$ cat src/rtl/chunk_row_burst_pkg.sv
// ---------------------------------------------------------------------------
// chunk_row_burst_pkg
//   Shared definitions for the chunk row burst generator.
//   - TAU_VSIZE / TAU_GLOBAL_ADDR_BW mirror the TauCfg project configuration
//     (elements per DRAM burst, global element address width). They are the
//     only source of the block's default geometry.
//   - state_t is the row/burst FSM encoding, also exported on dbg_state.
//   Optional feature macro used by the top: CHUNK_ROW_BURST_SKIP_INVALID_EN.
// ---------------------------------------------------------------------------
package chunk_row_burst_pkg;

    localparam int unsigned TAU_VSIZE          = 32;
    localparam int unsigned TAU_GLOBAL_ADDR_BW = 32;

    typedef enum logic {
        ST_IDLE  = 1'b0,
        ST_BURST = 1'b1
    } state_t;

endpackage

$ cat src/rtl/chunk_row_burst_calc.sv
// ---------------------------------------------------------------------------
// chunk_row_burst_calc  (RowBurstCalc)
//   Purely combinational row geometry: the VSIZE-aligned address of the first
//   burst of a row and the number of VSIZE bursts needed to cover it.
//   Ports:
//     linear  in  GBW  row start element address
//     len     in  GBW  row length in elements
//     aligned out GBW  linear with the low V_BW bits cleared
//     n       out GBW  ceil(((linear mod VSIZE) + len) / VSIZE), 1 when len==0
// ---------------------------------------------------------------------------
module chunk_row_burst_calc
    import chunk_row_burst_pkg::*;
#(
    parameter int unsigned VSIZE = TAU_VSIZE,
    parameter int unsigned GBW   = TAU_GLOBAL_ADDR_BW,
    parameter int unsigned V_BW  = $clog2(VSIZE)
) (
    input  logic [GBW-1:0] linear,
    input  logic [GBW-1:0] len,
    output logic [GBW-1:0] aligned,
    output logic [GBW-1:0] n
);

    // One extra bit so offset + len + (VSIZE-1) cannot overflow before the
    // divide; the quotient always fits back into GBW bits.
    logic [GBW:0] span;
    logic [GBW:0] rounded;

    always_comb begin
        span    = {{(GBW + 1 - V_BW){1'b0}}, linear[V_BW-1:0]} + {1'b0, len};
        rounded = span + (GBW + 1)'(VSIZE - 1);
        aligned = {linear[GBW-1:V_BW], {V_BW{1'b0}}};
        // An empty row still produces one (fill) burst so the consumer sees
        // every row of the chunk, including the islast marker.
        if (len == '0) begin
            n = GBW'(1);
        end else begin
            n = GBW'(rounded >> V_BW);
        end
    end

endmodule

$ cat src/rtl/chunk_row_burst.sv
// ---------------------------------------------------------------------------
// chunk_row_burst  (ChunkRowBurst)
//   Splits row commands into VSIZE-aligned DRAM read bursts.
//   Optional feature: define CHUNK_ROW_BURST_SKIP_INVALID_EN so that an
//   out-of-bounds row (i_row_valid=0) emits a single fill burst instead of
//   one fill burst per covered VSIZE block.
//
//   Handshake: both interfaces are valid/ready style. A row transfers on a
//   cycle where row_rdy (valid) and row_ack (ready) are both high; a burst
//   transfers where dramra_rdy (valid) and dramra_ack (ready) are both high.
//   While dramra_rdy is high the burst outputs hold until dramra_ack.
//
//   Ports:
//     i_clk, i_rst       clock, synchronous active-high reset
//     row_rdy / row_ack  row command valid / accepted
//     i_row_linear       row start element address
//     i_row_islast       row is the last of the chunk
//     i_row_pad          leading pad count for the first burst
//     i_row_valid        row in bounds (0 = all padding)
//     i_row_len          row length in elements
//     dramra_rdy / _ack  burst request valid / taken
//     o_dramra_addr      VSIZE-aligned burst address
//     o_dramra_pad       pad for this burst (first burst only)
//     o_dramra_fill      synthesize padding, no memory read
//     o_dramra_islast    final burst of the chunk
//     dbg_state          current FSM state (ST_IDLE / ST_BURST)
// ---------------------------------------------------------------------------
module chunk_row_burst
    import chunk_row_burst_pkg::*;
#(
    parameter int unsigned VSIZE = TAU_VSIZE,
    parameter int unsigned GBW   = TAU_GLOBAL_ADDR_BW,
    parameter int unsigned V_BW  = $clog2(VSIZE)
) (
    input  logic            i_clk,
    input  logic            i_rst,
    input  logic            row_rdy,
    output logic            row_ack,
    input  logic [GBW-1:0]  i_row_linear,
    input  logic            i_row_islast,
    input  logic [V_BW-1:0] i_row_pad,
    input  logic            i_row_valid,
    input  logic [GBW-1:0]  i_row_len,
    output logic            dramra_rdy,
    input  logic            dramra_ack,
    output logic [GBW-1:0]  o_dramra_addr,
    output logic [V_BW-1:0] o_dramra_pad,
    output logic            o_dramra_fill,
    output logic            o_dramra_islast,
    output logic            dbg_state
);

    state_t state_q;
    state_t state_d;

    logic [GBW-1:0]  addr_q;
    logic [GBW-1:0]  remain_q;   // bursts left in the row, including current
    logic [V_BW-1:0] pad_q;
    logic            fill_q;
    logic            islast_q;
    logic            first_q;

    logic [GBW-1:0]  calc_aligned;
    logic [GBW-1:0]  calc_n;
    logic [GBW-1:0]  row_n;
    logic            final_burst;
    logic            load_row;
    logic            step;

    chunk_row_burst_calc #(
        .VSIZE (VSIZE),
        .GBW   (GBW),
        .V_BW  (V_BW)
    ) u_calc (
        .linear  (i_row_linear),
        .len     (i_row_len),
        .aligned (calc_aligned),
        .n       (calc_n)
    );

    // Burst count actually loaded for an incoming row.
    always_comb begin
        row_n = calc_n;
`ifdef CHUNK_ROW_BURST_SKIP_INVALID_EN
        if (!i_row_valid) begin
            row_n = GBW'(1);
        end
`endif
    end

    // Next-state and handshake outputs.
    always_comb begin
        state_d     = state_q;
        row_ack     = 1'b0;
        dramra_rdy  = 1'b0;
        load_row    = 1'b0;
        step        = 1'b0;
        final_burst = (remain_q == GBW'(1));

        case (state_q)
            ST_IDLE: begin
                row_ack = row_rdy;
                if (row_rdy) begin
                    load_row = 1'b1;
                    state_d  = ST_BURST;
                end
            end
            ST_BURST: begin
                dramra_rdy = 1'b1;
                if (dramra_ack) begin
                    if (final_burst) begin
                        // Taking the next row on the final ack keeps
                        // dramra_rdy high with no idle cycle between rows.
                        if (row_rdy) begin
                            row_ack  = 1'b1;
                            load_row = 1'b1;
                        end else begin
                            state_d = ST_IDLE;
                        end
                    end else begin
                        step = 1'b1;
                    end
                end
            end
            default: begin
                state_d = ST_IDLE;
            end
        endcase
    end

    // Burst outputs are forced to zero outside BURST so nothing stale from a
    // finished row is presented.
    always_comb begin
        o_dramra_addr   = '0;
        o_dramra_pad    = '0;
        o_dramra_fill   = 1'b0;
        o_dramra_islast = 1'b0;
        if (state_q == ST_BURST) begin
            o_dramra_addr   = addr_q;
            o_dramra_pad    = first_q ? pad_q : '0;
            o_dramra_fill   = fill_q;
            o_dramra_islast = islast_q && final_burst;
        end
    end

    assign dbg_state = state_q;

    always_ff @(posedge i_clk) begin
        if (i_rst) begin
            state_q  <= ST_IDLE;
            addr_q   <= '0;
            remain_q <= '0;
            pad_q    <= '0;
            fill_q   <= 1'b0;
            islast_q <= 1'b0;
            first_q  <= 1'b0;
        end else begin
            state_q <= state_d;
            if (load_row) begin
                addr_q   <= calc_aligned;
                remain_q <= row_n;
                pad_q    <= i_row_pad;
                fill_q   <= !i_row_valid || (i_row_len == '0);
                islast_q <= i_row_islast;
                first_q  <= 1'b1;
            end else if (step) begin
                // Address wraps naturally modulo 2^GBW.
                addr_q   <= addr_q + GBW'(VSIZE);
                remain_q <= remain_q - GBW'(1);
                first_q  <= 1'b0;
            end
        end
    end

endmodule

$ cat config.mk
export PLATFORM = sky130hd
export DESIGN_NAME = chunk_row_burst
export DESIGN_NICKNAME = d
export VERILOG_FILES = /design/src/rtl/chunk_row_burst_pkg.sv /design/src/rtl/chunk_row_burst_calc.sv /design/src/rtl/chunk_row_burst.sv
export SDC_FILE = /design/constraint.sdc
export NUM_CORES = 1
export LEC_CHECK = 0
export BUFFER_PORTS_ARGS = -buffer_cell sky130_fd_sc_hd__buf_4
export CAP_MARGIN = 40
export CORE_ASPECT_RATIO = 1.2
export CORE_MARGIN = 8
export CORE_UTILIZATION = 59
export DETAILED_ROUTE_END_ITERATION = 7
export PLACE_DENSITY = 0.85
export SYNTH_ARGS = -nofsm -noshare
export SYNTH_HDL_FRONTEND = slang
export SYNTH_SLANG_ARGS = --single-unit
$ cat constraint.sdc
create_clock -name i_clk -period 7.7 [get_ports i_clk]
set_clock_uncertainty 0.2 [all_clocks]
set_input_delay 0.77 -clock i_clk [delete_from_list [all_inputs] [get_ports i_clk]]
set_output_delay 0.77 -clock i_clk [all_outputs]
set_load 0.02 [all_outputs]
==> impl_metrics.tcl <==
set metrics [dict create \
    timing.critical_path.from "remain_q[2]" \
    synthesis.area_mm2 0.00505 \
    period_share 0.473 \
    power.leakage_nw 2.36 \
    finish.utilization 0.722 \
    floorplan.rows 37 \
    power.density_mw_per_mm2 167 \
    headroom_to_the_max_slew_limit 0.399 \
    dieArea_mm2 0.0118 \
    final_max_slew_viol_count 0 \
    cts-root-buf "clkbuf_8" \
    mostFrequentLayoutCell "buf_4" \
    antenna_found_initial 0 \
    first_global_vias 5286 \
    antenna_violating_nets_post_route 0 \
    netlist.area_leader.share 0.270 \
    post_layout_nonfiller_instances 877 \
    synth_compound_area_frac 0.254 \
    synth.mux.area_fraction 0.00198 \
    finalWirelength_mm 14.8 \
    crit_arrival_ns 2.67 \
    synth-simple-area-share 0.313 \
    synth_top_cells_by_area "dfxtp_1 (27%), a21oi_1 (4.8%), nand2_1 (4.3%)" \
    criticalPathCategory "reg -> out" \
    post_cts.repair.setup_buffers 0 \
    cpPeakStageDelay_ns 0.55 \
    grt_setup_unrepaired "false" \
    cell_count_after_placement 861 \
    critical_path.reg2reg.startpoint "remain_q[2]" \
    ctsHtreeMaxLevel 3 \
    grt_use_total 0.252 \
    dp_worst_setup_slack_ns 3.88 \
    synth_enable_flop_cells 0 \
    dp_hpwl_mm 10.6 \
    clkLatencyLatePin_ns 0.36 \
    worst_margin_pin_slew_ns 0.899 \
    crit_path_cell_trace "nor4_2 -> and4_4 -> a41oi_4 -> inv_2 -> buf_16 -> buf_4" \
    startpoint_type "register" \
    max-cap-violations 0 \
    final_hold_slack_ns 0.253 \
    synth.distinct_cells 75 \
    max_fanout_on_critical_path 28 \
    setup_total_negative_slack_ns 0 \
    worstPathRequired_ns 6.73 \
    hp-class "reg -> reg" \
    synth_top_family_by_area "simple AND/OR/NAND/NOR gates" \
    totalPowerFinal_mw 1.01 \
    postSynth.topFlopCell "dfxtp_1" \
    place_congestion 0.873 \
    vias_per_std_cell 6.22 \
    cts-buffers-inserted 9 \
    post-route-min-period_ns 3.64 \
    status "finished, final reports clean" \
    synthCells 670 \
    drc 0 \
    synth_adder_area_share 0.0273 \
    gr-total-overflow 0 \
    die_height_um 117 \
    setup_violations 0 \
    synthXorXnorAreaFrac 0.0590 \
    placed_cell_area_mm2 0.00586 \
    num_antenna_cells 0 \
    detailedRoute.firstPassIterationCount 5 \
    cts_hold_buffers 0 \
    io-pin-count 117 \
    grt_max_degree 55 \
    cpMaxStageDelayCell "nor4_2" \
    finish.instance_area_mm2 0.00608 \
    final_nets 841 \
    detailedRoute.firstIterationViolations 460 \
    routedWlPerCell_um 16.8 \
    report.final.hold_viol_count 0 \
    cts.path.max_buffers 2 \
    post-route-worst-setup-slack_ns 4.06 \
    cts.repair.resized 0 \
    setup.worst_path.end_class "output pin" \
    area_delta_synth_final_pct 20.5 \
    clock_sinks 68 \
    portBuffers 111 \
    synthArstFlopShare 0 \
    final_layout_size_suffix_gt1_frac 0.203 \
    core_region_area_mm2 0.00843 \
    max_freq_mhz 274 \
    floorplan.die.width_um 100 \
    ys_warn_count 0 \
    cell_taking_the_most_area_after_synthesis "dfxtp_1" \
    postSynthRegisterBits 68 \
    worst_voltage_drop_across_the_vdd_grid_mv 0.106 \
    first_pass_grt_wire_length_mm 24.9 \
    mostFrequentLayoutCells "buf_4 (114), dfxtp_1 (68), nand2_1 (58)" \
    synth.avg_cell_area_um2 7.53 \
    fillerInstances 713 \
    via_count 5452 \
    hold_path_startpoint "pad_q[1]" \
    initial_core_utilization 0.599 \
    clkSlewWorstSetupHoldPaths_ns 0.08 \
    seq_area_frac_synth 0.270 \
    cts_tree "done" \
]
layer usage:
| layer | vias up | global-route usage | share of wire |
|---|---|---|---|
| li1 | 2652 | - | - |
| met1 | 2524 | 0.308 | 0.42 |
| met2 | 252 | 0.418 | 0.48 |
| met3 | 24 | 0.0538 | 0.082 |
| met4 | 0 | 0.0948 | 0.019 |
| met5 | - | 0 | 0 |
where the power goes:
group,internal [mW],total (mW),switching [mW]
Combinational,0.111,0.266,0.155
Sequential,0.378,0.410,0.0314
Clock,0.201,0.339,0.138
Total,0.690,1.01,0.325
Yosys cell counts (all sizes together) (3+ instances only):
cell and count:
a211oi 13, a21o 3, a21oi 50, a222oi 3, a22oi 4, a31o 5
a31oi 14, and2 31, and3 14, and4 7, buf 28, clkbuf 18
dfxtp 68, ha 11, inv 32, nand2 58, nand3 26, nand4 19
nor2 55, nor3 23, nor3b 4, nor4 29, o211ai 5, o21a 3
o21ai 32, o221ai 5, o22ai 9, o31a 12, o32ai 3, or2 4
or3 9, or4 5, xnor2 18, xor2 16
critical path: cells and delay by family (launching register included):
family	cells	cell delay, ns
and+or+nand+nor	2	0.94
AOI/OAI and AO/OA	1	0.14
DFF	1	0.36
buffers and inverters	3	0.85
state kept, by name, indices dropped and copies added (netlist names):
signal	cells
addr_q	27
first_q	1
dbg_state	1
remain_q	32
fill_q	1
islast_q	1
pad_q	5
final timing paths:
kind                       end  cells past startpoint  slack, ns
hold reg to reg       pad_q[1]                      2       0.25
setup reg to reg  remain_q[18]                      8       4.36
setup / recovery       row_ack                      6       4.06
hold / removal        pad_q[1]                      2       0.25
cell families after synthesis:
family	after synthesis
other cells	1
flops	68
mux	1
fa+ha+maj	11
xor+xnor	34
simple gates	293
buf+inv	78
compound gates	184
cell type report:
| cell class | instances | area (µm²) | share of cell area |
|---|---|---|---|
| Clock inverter | 3 | 68.8 | 0.0113 |
| Multi-Input combinational cell | 528 | 3330 | 0.548 |
| Tap cell | 117 | 146 | 0.0241 |
| Sequential cell | 68 | 1360 | 0.224 |
| Clock buffer | 13 | 159 | 0.0261 |
| Inverter | 32 | 120 | 0.0197 |
| Timing Repair Buffer | 116 | 893 | 0.147 |
Power figures use the tool's default switching activity.
